**src/rtl/mdu_pkg.sv**
```systemverilog
// Shared types and constants for the iterative multiply/divide unit.
package mdu_pkg;

    localparam int MDU_W    = 32;
    localparam int MDU_ITER = 32;

    localparam logic OP_MULT = 1'b0;
    localparam logic OP_DIV  = 1'b1;

    typedef enum logic [1:0] {
        ST_IDLE = 2'd0,
        ST_MULT = 2'd1,
        ST_DIV  = 2'd2,
        ST_FIX  = 2'd3
    } mdu_state_t;

    function automatic logic [MDU_W-1:0] neg_if(input logic [MDU_W-1:0] v, input logic n);
        if (n) begin
            return {MDU_W{1'b0}} - v;
        end else begin
            return v;
        end
    endfunction

    function automatic logic [MDU_W-1:0] abs_val(input logic [MDU_W-1:0] v);
        return neg_if(v, v[MDU_W-1]);
    endfunction

endpackage

```
**src/rtl/mult_div_unit_if.sv**
```systemverilog
// Request/result bundle between the main control unit and the multiply/divide unit.
interface mult_div_unit_if;
    import mdu_pkg::*;

    logic             start;
    logic             op;
    logic [MDU_W-1:0] a;
    logic [MDU_W-1:0] b;
    logic             busy;
    logic             done;
    logic             div_zero;
    logic [MDU_W-1:0] hi;
    logic [MDU_W-1:0] lo;

    modport master (output start, op, a, b, input busy, done, div_zero, hi, lo);
    modport slave  (input start, op, a, b, output busy, done, div_zero, hi, lo);
endinterface

```
**src/rtl/mdu_step.sv**
```systemverilog
// One combinational iteration: a radix-2 Booth step or a restoring-division step.
module mdu_step
    import mdu_pkg::*;
(
    input  mdu_state_t       state_i,
    input  logic [64:0]      acc_i,
    input  logic [MDU_W-1:0] mcand_i,
    input  logic [MDU_W:0]   rem_i,
    input  logic [MDU_W-1:0] quo_i,
    input  logic [MDU_W-1:0] dvsr_i,
    output logic [64:0]      acc_o,
    output logic [MDU_W:0]   rem_o,
    output logic [MDU_W-1:0] quo_o
);

    logic [MDU_W:0] upper_s;
    logic [MDU_W:0] mcand_x_s;
    logic [MDU_W:0] sum_s;
    logic [MDU_W:0] trial_s;
    logic [MDU_W:0] diff_s;

    // Booth add/sub on a 33-bit upper half so the shift keeps the true sign; restoring compare/subtract
    always_comb begin
        acc_o     = acc_i;
        rem_o     = rem_i;
        quo_o     = quo_i;
        upper_s   = {acc_i[64], acc_i[64:33]};
        mcand_x_s = {mcand_i[MDU_W-1], mcand_i};
        sum_s     = upper_s;
        trial_s   = {rem_i[MDU_W-1:0], quo_i[MDU_W-1]};
        diff_s    = trial_s - {1'b0, dvsr_i};
        case (state_i)
            ST_MULT: begin
                case (acc_i[1:0])
                    2'b01:   sum_s = upper_s + mcand_x_s;
                    2'b10:   sum_s = upper_s - mcand_x_s;
                    default: sum_s = upper_s;
                endcase
                acc_o = {sum_s, acc_i[32:1]};
            end
            ST_DIV: begin
                if (trial_s >= {1'b0, dvsr_i}) begin
                    rem_o = diff_s;
                    quo_o = {quo_i[MDU_W-2:0], 1'b1};
                end else begin
                    rem_o = trial_s;
                    quo_o = {quo_i[MDU_W-2:0], 1'b0};
                end
            end
            default: begin
                acc_o = acc_i;
            end
        endcase
    end

endmodule

```
**src/rtl/mult_div_unit.sv**
```systemverilog
// Iterative signed MULT/DIV sequencer with HI/LO result registers.
module mult_div_unit
    import mdu_pkg::*;
(
    input  logic            clock,
    input  logic            reset,
    mult_div_unit_if.slave  bus
);

    mdu_state_t       state_q, state_d;
    logic [4:0]       cnt_q, cnt_d;
    logic [64:0]      acc_q, acc_d;
    logic [MDU_W-1:0] mcand_q, mcand_d;
    logic [MDU_W:0]   rem_q, rem_d;
    logic [MDU_W-1:0] quo_q, quo_d;
    logic [MDU_W-1:0] dvsr_q, dvsr_d;
    logic             negq_q, negq_d;
    logic             negr_q, negr_d;
    logic             dz_pend_q, dz_pend_d;
    logic             done_q, done_d;
    logic             dz_q, dz_d;
    logic [MDU_W-1:0] hi_q, hi_d;
    logic [MDU_W-1:0] lo_q, lo_d;

    logic [64:0]      step_acc_s;
    logic [MDU_W:0]   step_rem_s;
    logic [MDU_W-1:0] step_quo_s;
    logic             last_s;

    mdu_step u_step (
        .state_i (state_q),
        .acc_i   (acc_q),
        .mcand_i (mcand_q),
        .rem_i   (rem_q),
        .quo_i   (quo_q),
        .dvsr_i  (dvsr_q),
        .acc_o   (step_acc_s),
        .rem_o   (step_rem_s),
        .quo_o   (step_quo_s)
    );

    assign last_s = (cnt_q == 5'(MDU_ITER - 1));

    // Next-state, datapath latching and result write-back
    always_comb begin
        state_d   = state_q;
        cnt_d     = cnt_q;
        acc_d     = acc_q;
        mcand_d   = mcand_q;
        rem_d     = rem_q;
        quo_d     = quo_q;
        dvsr_d    = dvsr_q;
        negq_d    = negq_q;
        negr_d    = negr_q;
        dz_pend_d = 1'b0;
        done_d    = 1'b0;
        dz_d      = 1'b0;
        hi_d      = hi_q;
        lo_d      = lo_q;
        case (state_q)
            ST_IDLE: begin
                cnt_d = 5'd0;
                if (dz_pend_q) begin
                    done_d = 1'b1;
                    dz_d   = 1'b1;
                end else begin
                    done_d = 1'b0;
                end
                if (bus.start && (bus.op == OP_MULT)) begin
                    state_d = ST_MULT;
                    acc_d   = {32'd0, bus.b, 1'b0};
                    mcand_d = bus.a;
                end else if (bus.start && (bus.b != 32'd0)) begin
                    state_d = ST_DIV;
                    rem_d   = 33'd0;
                    quo_d   = abs_val(bus.a);
                    dvsr_d  = abs_val(bus.b);
                    negq_d  = bus.a[MDU_W-1] ^ bus.b[MDU_W-1];
                    negr_d  = bus.a[MDU_W-1];
                end else if (bus.start) begin
                    dz_pend_d = 1'b1;
                end else begin
                    state_d = ST_IDLE;
                end
            end
            ST_MULT: begin
                acc_d = step_acc_s;
                cnt_d = cnt_q + 5'd1;
                if (last_s) begin
                    hi_d    = step_acc_s[64:33];
                    lo_d    = step_acc_s[32:1];
                    done_d  = 1'b1;
                    state_d = ST_IDLE;
                end else begin
                    state_d = ST_MULT;
                end
            end
            ST_DIV: begin
                rem_d = step_rem_s;
                quo_d = step_quo_s;
                cnt_d = cnt_q + 5'd1;
                if (last_s) begin
                    state_d = ST_FIX;
                end else begin
                    state_d = ST_DIV;
                end
            end
            ST_FIX: begin
                // Truncating division: quotient sign from operand XOR, remainder follows dividend
                lo_d    = neg_if(quo_q, negq_q);
                hi_d    = neg_if(rem_q[MDU_W-1:0], negr_q);
                done_d  = 1'b1;
                state_d = ST_IDLE;
            end
            default: begin
                state_d = ST_IDLE;
            end
        endcase
    end

    // State and datapath registers
    always_ff @(posedge clock or posedge reset) begin
        if (reset) begin
            state_q   <= ST_IDLE;
            cnt_q     <= 5'd0;
            acc_q     <= 65'd0;
            mcand_q   <= 32'd0;
            rem_q     <= 33'd0;
            quo_q     <= 32'd0;
            dvsr_q    <= 32'd0;
            negq_q    <= 1'b0;
            negr_q    <= 1'b0;
            dz_pend_q <= 1'b0;
            done_q    <= 1'b0;
            dz_q      <= 1'b0;
            hi_q      <= 32'd0;
            lo_q      <= 32'd0;
        end else begin
            state_q   <= state_d;
            cnt_q     <= cnt_d;
            acc_q     <= acc_d;
            mcand_q   <= mcand_d;
            rem_q     <= rem_d;
            quo_q     <= quo_d;
            dvsr_q    <= dvsr_d;
            negq_q    <= negq_d;
            negr_q    <= negr_d;
            dz_pend_q <= dz_pend_d;
            done_q    <= done_d;
            dz_q      <= dz_d;
            hi_q      <= hi_d;
            lo_q      <= lo_d;
        end
    end

    assign bus.busy     = (state_q != ST_IDLE);
    assign bus.done     = done_q;
    assign bus.div_zero = dz_q;
    assign bus.hi       = hi_q;
    assign bus.lo       = lo_q;

endmodule

```
**src/flat_wrapper.sv**
```systemverilog
// flat-port wrapper written by rule: the top's interface ports become plain ports
module mult_div_unit_flat import mdu_pkg::*;
  (clock, reset, bus_start, bus_op, bus_a, bus_b, bus_busy, bus_done, bus_div_zero, bus_hi, bus_lo);
  mult_div_unit_if bus_i ();
  input  logic clock;
  input  logic reset;
  input wire logic [$bits(bus_i.start)-1:0] bus_start;
  input wire logic [$bits(bus_i.op)-1:0] bus_op;
  input wire logic [$bits(bus_i.a)-1:0] bus_a;
  input wire logic [$bits(bus_i.b)-1:0] bus_b;
  output wire logic [$bits(bus_i.busy)-1:0] bus_busy;
  output wire logic [$bits(bus_i.done)-1:0] bus_done;
  output wire logic [$bits(bus_i.div_zero)-1:0] bus_div_zero;
  output wire logic [$bits(bus_i.hi)-1:0] bus_hi;
  output wire logic [$bits(bus_i.lo)-1:0] bus_lo;
  assign bus_i.start = bus_start;
  assign bus_i.op = bus_op;
  assign bus_i.a = bus_a;
  assign bus_i.b = bus_b;
  assign bus_busy = bus_i.busy;
  assign bus_done = bus_i.done;
  assign bus_div_zero = bus_i.div_zero;
  assign bus_hi = bus_i.hi;
  assign bus_lo = bus_i.lo;
  mult_div_unit u_core (.clock(clock), .reset(reset), .bus(bus_i));
endmodule
```
**config.mk**
```make
export PLATFORM = sky130hd
export DESIGN_NAME = mult_div_unit_flat
export DESIGN_NICKNAME = d
export VERILOG_FILES = /design/src/rtl/mdu_pkg.sv /design/src/rtl/mult_div_unit_if.sv /design/src/rtl/mdu_step.sv /design/src/rtl/mult_div_unit.sv /design/src/flat_wrapper.sv
export SDC_FILE = /design/constraint.sdc
export NUM_CORES = 1
export LEC_CHECK = 0
export ABC_AREA = 1
export CORE_UTILIZATION = 45
export CTS_CLUSTER_SIZE = 8
export DETAILED_ROUTE_END_ITERATION = 12
export PLACE_DENSITY = 0.61
export SKIP_CTS_REPAIR_TIMING = 1
export SYNTH_ARGS = -nofsm -noshare
export SYNTH_HDL_FRONTEND = slang
export SYNTH_SLANG_ARGS = --single-unit
export TNS_END_PERCENT = 30
```
**constraint.sdc**
```tcl
create_clock -name clock -period 20.2 [get_ports clock]
set_input_delay 4.04 -clock clock [delete_from_list [all_inputs] [get_ports clock]]
set_output_delay 4.04 -clock clock [all_outputs]
set_load 0.03 [all_outputs]
```
==> impl_metrics.py <==
metrics = {
    "pwr": {
        "vdd_drop_max_mv": 0.0899,
        "power_density_mw_per_mm2": 157,
        "p_leak_nw": 12.1,
        "total_power_w": 0.00369,
    },
    "detailed_routing": {
        "drt-wirelength-per-cell_um": 18.8,
        "firstDrtPassIters": 6,
        "first_iter_violations": 1883,
        "wl_um": 72600,
        "via_per_inst": 5.51,
        "drc": 0,
        "antenna_left": 0,
        "via_count": 21300,
    },
    "setup_path": {
        "max_stage_delay_ns": 0.83,
        "reg2reg_slack_ns": 15.58,
        "rr_worst_depth": 20,
        "critical_path.slowest_cell": "clkdlybuf4s50_1",
        "r2r-start": "u_core.acc_q[0]$_DFFE_PP0P_",
        "crit_path_end_kind": "flip-flop",
        "criticalPathCategory": "in -> reg",
        "critPathArrivalTime_ns": 7.59,
        "cp-start-kind": "input port",
        "cp.required_ns": 20.63,
        "cp-startpoint": "bus_b[31]",
        "cp_cell_sequence": "clkdlybuf4s50_1 > nor4_1 > nand3_1 > nor2_2 > nor2_4 > nand2_8 > nand2_4 > inv_4 > nor2_4 > nand3_1 > nand2_1",
        "cp_max_fo": 61,
    },
    "floorplan": {
        "die_y_um": 217,
        "die-area_mm2": 0.0469,
        "io_pins": 135,
        "start_util_pct": 45.7,
        "rows": 78,
        "die_w_um": 217,
        "coreArea_mm2": 0.0454,
    },
    "placed_design": {
        "io_buffers": 134,
        "post-place-cells": 3814,
        "dp_hpwl_um": 56400,
        "dpl_worst_slack_ns": 12.53,
        "gp_congestion": 0.967,
    },
    "yosys": {
        "ys_seq_area_share_pct": 32.5,
        "synth_fp_nets": 3328,
        "synthDistinctLibCells": 54,
        "syn_area_mm2": 0.0207,
        "synth_edf_count": 0,
        "yosys_warnings": 0,
        "async_reset_ff_share_pct": 100,
        "ys.flop_type": "dfrtp_1",
        "ys_ff_latch": 269,
        "syn_inst": 3181,
        "syn_avg_cell_area_um2": 6.52,
    },
    "sta": {
        "worstMarginPinSlew_ns": 1.00,
        "clock.fmax_ghz": 0.140,
        "hold_viol": 0,
        "min_period_ns": 7.16,
        "fin_tns_setup_ns": 0,
        "setup_viol": 0,
        "fin_crit_sh_pct": 35.5,
        "slew-limit-headroom_pct": 33.3,
        "finClkSkew_ns": 0.0226,
        "setup_ws_ns": 13.04,
        "maxSlewViolCount": 0,
        "rsz0062_at_grt": "false",
    },
    "cells_and_area": {
        "final_cells": 3863,
        "layout_commonest_cell": "nand2_1",
        "layout-drive-gt1-share_pct": 3.77,
        "final_nets": 3403,
        "n_fill_cell": 4659,
        "multi_input_area_mm2": 0.0121,
        "seq_area_mm2": 0.00673,
        "area_delta_synth_final_pct": 13.6,
        "most-common-layout-cells": "nand2_1, inv_1, nor2_1, dfrtp_1, nand3_1",
    },
    "clock_network": {
        "cts.htree.levels": 2,
        "root_buffer": "clkbuf_16",
        "insertion_delay_ns": 0.57,
        "cts_tree": "done",
        "cts_max_path_buffers": 3,
        "clkTransAtPathRegs_ns": 0.05,
        "cts_sinks": 269,
        "cts_buffers": 40,
    },
    "grt": {
        "grt_antenna_before_repair": 4,
        "grt_pass1_wl_um": 112000,
        "track_usage_pct": 30.8,
        "grt_max_degree": 136,
        "gr-total-overflow": 0,
        "grt_pass1_vias": 20000,
    },
    "worst_hold_path": {
        "hp-class": "reg -> reg",
        "whs_path_depth": 2,
        "min-delay-start": "u_core.bus.hi[23]$_DFFE_PP0P_",
    },
    "run_status": {
        "status": "finished clean",
    },
    "flow_run": {
        "max_cap_violations": 0,
    },
}
-- layout make-up --
class                      count  area share [%]
multi-input combinational   2440            51.6
clock buffer                  46            4.56
antenna                        1          0.0106
tap                          600            3.19
clock inverter                 2           0.213
inverter                     357            5.73
timing repair buffer         148            6.14
sequential                   269            28.6
-- through the flow --
| step | hold WS [ns] | util [%] | area, µm² |
|---|---|---|---|
| after floorplan | 0.432 | - | 20700 |
| after global placement | 0.464 | 49.4 | 22400 |
| after detailed placement | 0.466 | 49.4 | 22400 |
| after CTS | 0.481 | 51.9 | 23500 |
| after global routing | 0.506 | 51.9 | 23500 |
| final | 0.478 | 51.9 | 23500 |
-- path summary, 6_finish.rpt --
| check | to |
|---|---|
| hold / removal | u_core.bus.hi[23]$_DFFE_PP0P_ |
| setup / recovery | u_core.rem_q[26]$_DFFE_PP0P_ |
| hold reg to reg | u_core.bus.hi[23]$_DFFE_PP0P_ |
| min in group asynchronous | u_core.acc_q[19]$_DFFE_PP0P_ |
| max in group asynchronous | u_core.dvsr_q[11]$_DFFE_PP0P_ |
| setup reg to reg | u_core.bus.hi[31]$_DFFE_PP0P_ |
-- synth_stat cells, drive strengths merged (18+ instances only) --
cell type     n  area share [%]
a21oi       147             3.6
a31oi        18            0.54
clkbuf       73             1.3
dfrtp       269              32
ha           77             4.6
nor2        317             6.0
inv         354             6.4
o21ai       269             6.6
xnor2        27             1.1
nor3         36             1.0
nand3b       20            0.72
o211ai       32             1.3
nand3       255             6.2
nand4        29            0.87
xor2         85             3.6
nand2      1048              19
buf          42             1.2
-- cells by family after synthesis --
| family | count (synthesis) | synth area share, % |
|---|---|---|
| AO/OA/AOI/OAI | 524 | 14.3 |
| XOR/XNOR | 112 | 4.73 |
| adder cells (fa/ha/maj) | 79 | 4.84 |
| buffers and inverters | 472 | 9.00 |
| flip-flops | 269 | 32.5 |
| multiplexers | 1 | 0.0483 |
| AND/OR/NAND/NOR | 1724 | 34.7 |
-- power by group --
group	switching (W)	internal [W]	total, W
Sequential	0.000244	0.000751	0.000995
Combinational	0.00140	0.000677	0.00208
Clock	0.000250	0.000372	0.000621
Total	0.00189	0.00180	0.00369
-- worst max-delay path, delay by kind of cell --
family,cells,cell delay (ns)
simple gates,9,2.04
buf+inv,2,1.44
-- sequential cells by signal, summed over array words and instances, names as in the netlist --
register             cells
u_core.acc_q            65
u_core.bus.hi           32
u_core.bus.lo           32
u_core.dvsr_q           32
u_core.mcand_q          32
u_core.quo_q            32
u_core.rem_q            32
u_core.cnt_q             5
u_core.state_q           2
u_core.bus.div_zero      1
u_core.bus.done          1
u_core.dz_pend_q         1
u_core.negq_q            1
u_core.negr_q            1
-- metal layers --
metal / vias up / global-route usage [%] / routed length, µm
li1: 10400 / - / -
met1: 10000 / 42.6 / 33100
met2: 663 / 49.1 / 32800
met3: 129 / 4.87 / 4350
met4: 6 / 10.0 / 2370
met5: - / 0 / 38
(Power assumes the default switching activity.)
